**src/rtl/fpu_issue_ctrl.sv**
```systemverilog
`default_nettype none
// ============================================================================
// Module      : fpu_issue_ctrl
// Description : Issues fp16 requests to an FPU, waits for MUL/DIV completion
//               with timeout, and holds the captured response until consumed.
// Revision    : 1.0 - initial release
// ============================================================================
module fpu_issue_ctrl #(
    parameter int MAX_WAIT = 32
) (
    input  logic        clock,
    input  logic        reset,
    input  logic        reqValid,
    output logic        reqReady,
    input  logic [15:0] reqIn1,
    input  logic [15:0] reqIn2,
    input  logic [1:0]  reqOp,
    output logic [15:0] fpuIn1,
    output logic [15:0] fpuIn2,
    output logic [1:0]  fpuOp,
    output logic        fpuStart,
    input  logic [15:0] fpuOut,
    input  logic        mulDone,
    input  logic        divDone,
    input  logic [3:0]  condCodes,
    input  logic [4:0]  statusFlags,
    input  logic [2:0]  comps,
    output logic        rspValid,
    input  logic        rspReady,
    output logic [15:0] rspResult,
    output logic [3:0]  rspCondCodes,
    output logic [4:0]  rspStatus,
    output logic [2:0]  rspComps,
    output logic        rspTimeout,
    output logic [4:0]  accFlags,
    input  logic        clearFlags,
    output logic        busy
);

    localparam logic [1:0]  c_OP_MUL   = 2'd2;
    localparam logic [15:0] c_QNAN     = 16'h7E00;
    localparam logic [4:0]  c_NV       = 5'b10000;
    localparam logic [7:0]  c_LAST_CNT = 8'(MAX_WAIT - 1);

    typedef enum logic [2:0] {
        S_IDLE   = 3'd0,
        S_EVAL   = 3'd1,
        S_LAUNCH = 3'd2,
        S_WAIT   = 3'd3,
        S_HOLD   = 3'd4
    } state_t;

    state_t      r_state;
    state_t      w_next;
    logic [7:0]  r_wait_cnt;
    logic [15:0] r_in1, r_in2;
    logic [1:0]  r_op;
    logic [15:0] r_result;
    logic [3:0]  r_cc;
    logic [4:0]  r_status;
    logic [2:0]  r_comps;
    logic        r_timeout;
    logic [4:0]  r_acc;

    logic        w_accept;
    logic        w_done;
    logic        w_cap_fpu;
    logic        w_cap_to;
    logic        w_capture;
    logic [4:0]  w_cap_status;
    logic [4:0]  w_acc_next;

    assign w_accept     = (r_state == S_IDLE) && reqValid;
    // Only the completion that matches the in-flight op is ever looked at.
    assign w_done       = (r_op == c_OP_MUL) ? mulDone : divDone;
    assign w_capture    = w_cap_fpu || w_cap_to;
    assign w_cap_status = w_cap_to ? c_NV : statusFlags;

    always_comb begin
        w_next    = r_state;
        w_cap_fpu = 1'b0;
        w_cap_to  = 1'b0;
        case (r_state)
            S_IDLE: begin
                if (reqValid) begin
                    w_next = reqOp[1] ? S_LAUNCH : S_EVAL;
                end
            end
            S_EVAL: begin
                w_cap_fpu = 1'b1;
                w_next    = S_HOLD;
            end
            S_LAUNCH: begin
                w_next = S_WAIT;
            end
            S_WAIT: begin
                // A done in the final wait cycle takes priority over timeout.
                if (w_done) begin
                    w_cap_fpu = 1'b1;
                    w_next    = S_HOLD;
                end else if (r_wait_cnt == c_LAST_CNT) begin
                    w_cap_to = 1'b1;
                    w_next   = S_HOLD;
                end
            end
            S_HOLD: begin
                if (rspReady) begin
                    w_next = S_IDLE;
                end
            end
            default: begin
                w_next = S_IDLE;
            end
        endcase
    end

    always_comb begin
        w_acc_next = r_acc;
        if (clearFlags) begin
            w_acc_next = w_capture ? w_cap_status : 5'b0;
        end else if (w_capture) begin
            w_acc_next = r_acc | w_cap_status;
        end
    end

    always_ff @(posedge clock or negedge reset) begin
        if (!reset) begin
            r_state <= S_IDLE;
        end else begin
            r_state <= w_next;
        end
    end

    always_ff @(posedge clock or negedge reset) begin
        if (!reset) begin
            r_in1      <= 16'h0;
            r_in2      <= 16'h0;
            r_op       <= 2'd0;
            r_wait_cnt <= 8'd0;
            r_result   <= 16'h0;
            r_cc       <= 4'h0;
            r_status   <= 5'h0;
            r_comps    <= 3'h0;
            r_timeout  <= 1'b0;
            r_acc      <= 5'h0;
        end else begin
            if (w_accept) begin
                r_in1 <= reqIn1;
                r_in2 <= reqIn2;
                r_op  <= reqOp;
            end
            if (r_state == S_LAUNCH) begin
                r_wait_cnt <= 8'd0;
            end else if (r_state == S_WAIT) begin
                r_wait_cnt <= r_wait_cnt + 8'd1;
            end
            if (w_cap_fpu) begin
                r_result  <= fpuOut;
                r_cc      <= condCodes;
                r_status  <= statusFlags;
                r_comps   <= comps;
                r_timeout <= 1'b0;
            end else if (w_cap_to) begin
                r_result  <= c_QNAN;
                r_cc      <= 4'h0;
                r_status  <= c_NV;
                r_comps   <= 3'h0;
                r_timeout <= 1'b1;
            end
            r_acc <= w_acc_next;
        end
    end

    assign reqReady     = (r_state == S_IDLE);
    assign busy         = (r_state != S_IDLE);
    assign fpuStart     = (r_state == S_LAUNCH);
    assign rspValid     = (r_state == S_HOLD);
    assign fpuIn1       = r_in1;
    assign fpuIn2       = r_in2;
    assign fpuOp        = r_op;
    assign rspResult    = r_result;
    assign rspCondCodes = r_cc;
    assign rspStatus    = r_status;
    assign rspComps     = r_comps;
    assign rspTimeout   = r_timeout;
    assign accFlags     = r_acc;

endmodule
`default_nettype wire

```
**config.mk**
```make
export PLATFORM = sky130hd
export DESIGN_NAME = fpu_issue_ctrl
export DESIGN_NICKNAME = d
export VERILOG_FILES = /design/src/rtl/fpu_issue_ctrl.sv
export SDC_FILE = /design/constraint.sdc
export NUM_CORES = 1
export LEC_CHECK = 0
export CORE_ASPECT_RATIO = 1.2
export CORE_UTILIZATION = 46
export CTS_BUF_LIST = sky130_fd_sc_hd__clkbuf_2 sky130_fd_sc_hd__clkbuf_4 sky130_fd_sc_hd__clkbuf_8
export DETAILED_ROUTE_END_ITERATION = 10
export GPL_TIMING_DRIVEN = 0
export PLACE_DENSITY = 0.9
export REMOVE_ABC_BUFFERS = 1
export SYNTH_ARGS = -nofsm -noshare
export SYNTH_HDL_FRONTEND = slang
export SYNTH_SLANG_ARGS = --single-unit
export TNS_END_PERCENT = 1
```
**constraint.sdc**
```tcl
create_clock -name clock -period 4.2 [get_ports clock]
set_clock_uncertainty 0.1 [all_clocks]
set_input_delay 0.63 -clock clock [delete_from_list [all_inputs] [get_ports clock]]
set_output_delay 0.63 -clock clock [all_outputs]
set_load 0.02 [all_outputs]
```
==> flow_summary.json <==
{
  "critPathMaxFanout": 12,
  "ctsResizeCount": 0,
  "wl_um": 7551,
  "ff2ff_path_depth": 3,
  "fin_ws_ns": 1.438,
  "setup_viol": 0,
  "power.total_mw": 3.867,
  "worst_slew_pin_slew_ns": 0.8792,
  "clk_pin_slew_ns": 0.08,
  "drtIter0Drc": 90,
  "synth-edff-count": 0,
  "n_antenna_cell": 0,
  "critPathLaunchType": "register",
  "path_buf_inv": 1,
  "hpwl_um": 5555,
  "areaGrowthSynthToFinish_pct": 54.57,
  "r2r_start": "r_state[0]",
  "yosysUniqueCellTypes": 35,
  "antenna_found_initial": 0,
  "path_depth": 3,
  "die_area_um2": 7179,
  "die_x_um": 77.52,
  "ys_seq_area_share_pct": 62.80,
  "reg2reg_to": "fpuIn2[12]",
  "synth_ff_type": "dfrtp_1",
  "drive_above_1_share_pct": 16.62,
  "ant_nets": 0,
  "clock-sinks": 79,
  "r2r_setup_slack_ns": 2.00,
  "numCtsBuffers": 9,
  "vias_per_cell": 5.251,
  "synth-seq-cells": 79,
  "gr-total-overflow": 0,
  "io_buffers": 140,
  "yosysWarnings": 0,
  "end_kind": "primary output",
  "netlist_instances": 226,
  "firstDrtPassIters": 4,
  "critPathLaunch": "r_state[2]",
  "synth_area_per_cell_um2": 13.93,
  "fin_crit_sh_pct": 65.75,
  "async_flop_share_pct": 100.0,
  "powerDensity_nw_per_um2": 794.6,
  "wire_per_inst_um": 16.49,
  "synth_top_area_share_pct": 62.80,
  "maxCapViolations": 0,
  "row_count": 32,
  "clockBufferDepth": 2,
  "fmax_mhz": 362.1,
  "hold_viol": 0,
  "slowest_stage": "clkdlybuf4s50_1",
  "cts_tree": "done",
  "cts_root_buf": "clkbuf_8",
  "critPathRequiredTime_ns": 3.47,
  "start_util_pct": 48.24,
  "die-height_um": 92.62,
  "coreArea_um2": 6526,
  "clk_latency_ns": 0.33,
  "criticalPathCategory": "register to primary output",
  "final_nets": 438,
  "syn_area_um2": 3148,
  "power_leakage_nw": 2.055,
  "ys_top_cells_by_area": "dfrtp_1 63%, mux2_2 13%, a22o_1 7.0%, o22a_1 1.9%, nand2_1 1.3%",
  "grt_pass1_wl_um": 12300,
  "cp_top_family": "buffers and inverters",
  "cts_max_level": 3,
  "cts_setup_buffers": 0,
  "period_needed_ns": 2.762,
  "place.gp.congestion": 0.7484,
  "status": "complete, no violations",
  "grt_max_degree": 48,
  "place_ws_ns": 1.672,
  "cp.arrival_ns": 2.03,
  "rsz0062_at_grt": "false",
  "synth.most_common_cell": "dfrtp_1",
  "hold_path.class": "input pin to async pin",
  "slew_viol_final": 0,
  "crit_path_cell_trace": "nand2b_1, nor2_1, clkdlybuf4s50_1",
  "cts_hold_buf": 0,
  "track_usage_pct": 22.40,
  "worstSetupEndpoint": "fpuStart",
  "drc": 0,
  "ir_drop_uv": 502.1,
  "max_stage_delay_ns": 0.65,
  "ys_top_cells_by_count": "79 x dfrtp_1, 35 x mux2_2, 25 x a22o_1",
  "synth_top_cell_by_area": "dfrtp_1",
  "dr_total_vias": 2405,
  "relSlewSlack_pct": 41.38,
  "grt_pass1_vias": 2485,
  "io_pins": 141
}
## layer usage
layer,part of all wire [%],track usage [%]
met5,0,0
met3,6.4,5.813
met1,39,26.09
met4,1.4,8.962
met2,53,39.16
## worst min path at each step
stage	from	end	depth (start not counted)
detailed placement	rspResult[11]	rspResult[11]	1
CTS	reset	r_wait_cnt[3]	1
finish	reset	r_wait_cnt[4]	1
global placement	rspResult[14]	rspResult[14]	1
floorplan	reset	accFlags[0]	0
global route	reset	r_wait_cnt[4]	1
## report_power, final
| group | internal (mW) | switching [mW] |
|---|---|---|
| registers | 1.11 | 0.214 |
| clock network | 0.418 | 0.265 |
| logic | 0.977 | 0.887 |
| total | 2.50 | 1.37 |
## layout make-up
cell class | count | area (um2)
clock inverter | 5 | 105.1
fill | 425 | 1660
clock buffer | 11 | 145.1
sequential | 79 | 1977
inverter | 5 | 18.77
multi-input combinational | 132 | 1087
timing repair buffer | 141 | 1426
tap | 85 | 106.4
## cell usage in the layout, fill, tap and decap left out, drive strengths merged
cell,synthesis,layout
xnor2,2,2
a21o,1,1
nor2,9,9
o21ai,8,8
dfrtp,79,79
bufinv,0,3
nand2,11,11
a221o,1,1
and4,1,1
nor4,2,2
clkbuf,1,11
clkinvlp,0,2
o21a,1,1
a21oi,3,3
nor3,4,4
or4,1,1
clkdlybuf4s50,0,139
nand4,2,2
ha,1,1
nand3,4,4
a22o,26,26
and2,1,1
or2b,1,1
nand2b,1,1
mux2,35,35
nor2b,5,5
o22a,7,7
mux2i,4,4
nor3b,1,1
buf,9,2
inv,5,5
## state kept, by name, indices dropped and copies added (netlist names)
register	count
fpuIn2	16
fpuOp	2
rspTimeout	1
rspComps	3
r_wait_cnt	8
rspStatus	5
accFlags	5
rspCondCodes	4
rspResult	16
r_state	3
fpuIn1	16
## cell families (layout without fill, tap and decap cells)
family	count (synthesis)	count (layout)	synth area share [%]
multiplexers	39	39	13.79
buffers and inverters	15	162	2.822
AND/OR/NAND/NOR	43	43	7.473
XOR/XNOR	2	2	0.5565
AO/OA/AOI/OAI	47	47	12.16
flip-flops	79	79	62.80
adder cells (fa/ha/maj)	1	1	0.3974
## metrics by stage
step           TNS (ns)  hold WS, ns  std cells  cell area, um2  util (%)
3_3_place_gp     -21.26       0.3695        441            4586     70.26
4_1_cts               0       0.1339        458            4866     74.56
5_1_grt               0       0.1615        458            4866     74.56
6_report              0       0.1347        458            4866     74.56
3_5_place_dp          0       0.3765        442            4616     70.72
2_1_floorplan         0       0.2344        216            3078         -
## worst reg2reg max path, stage by stage, from the launching register on
cell and delay [ns]:
dfrtp_1 0.50, nor3_1 0.34, and2_2 0.71, mux2_2 0.43
Power figures use the tool's default switching activity.
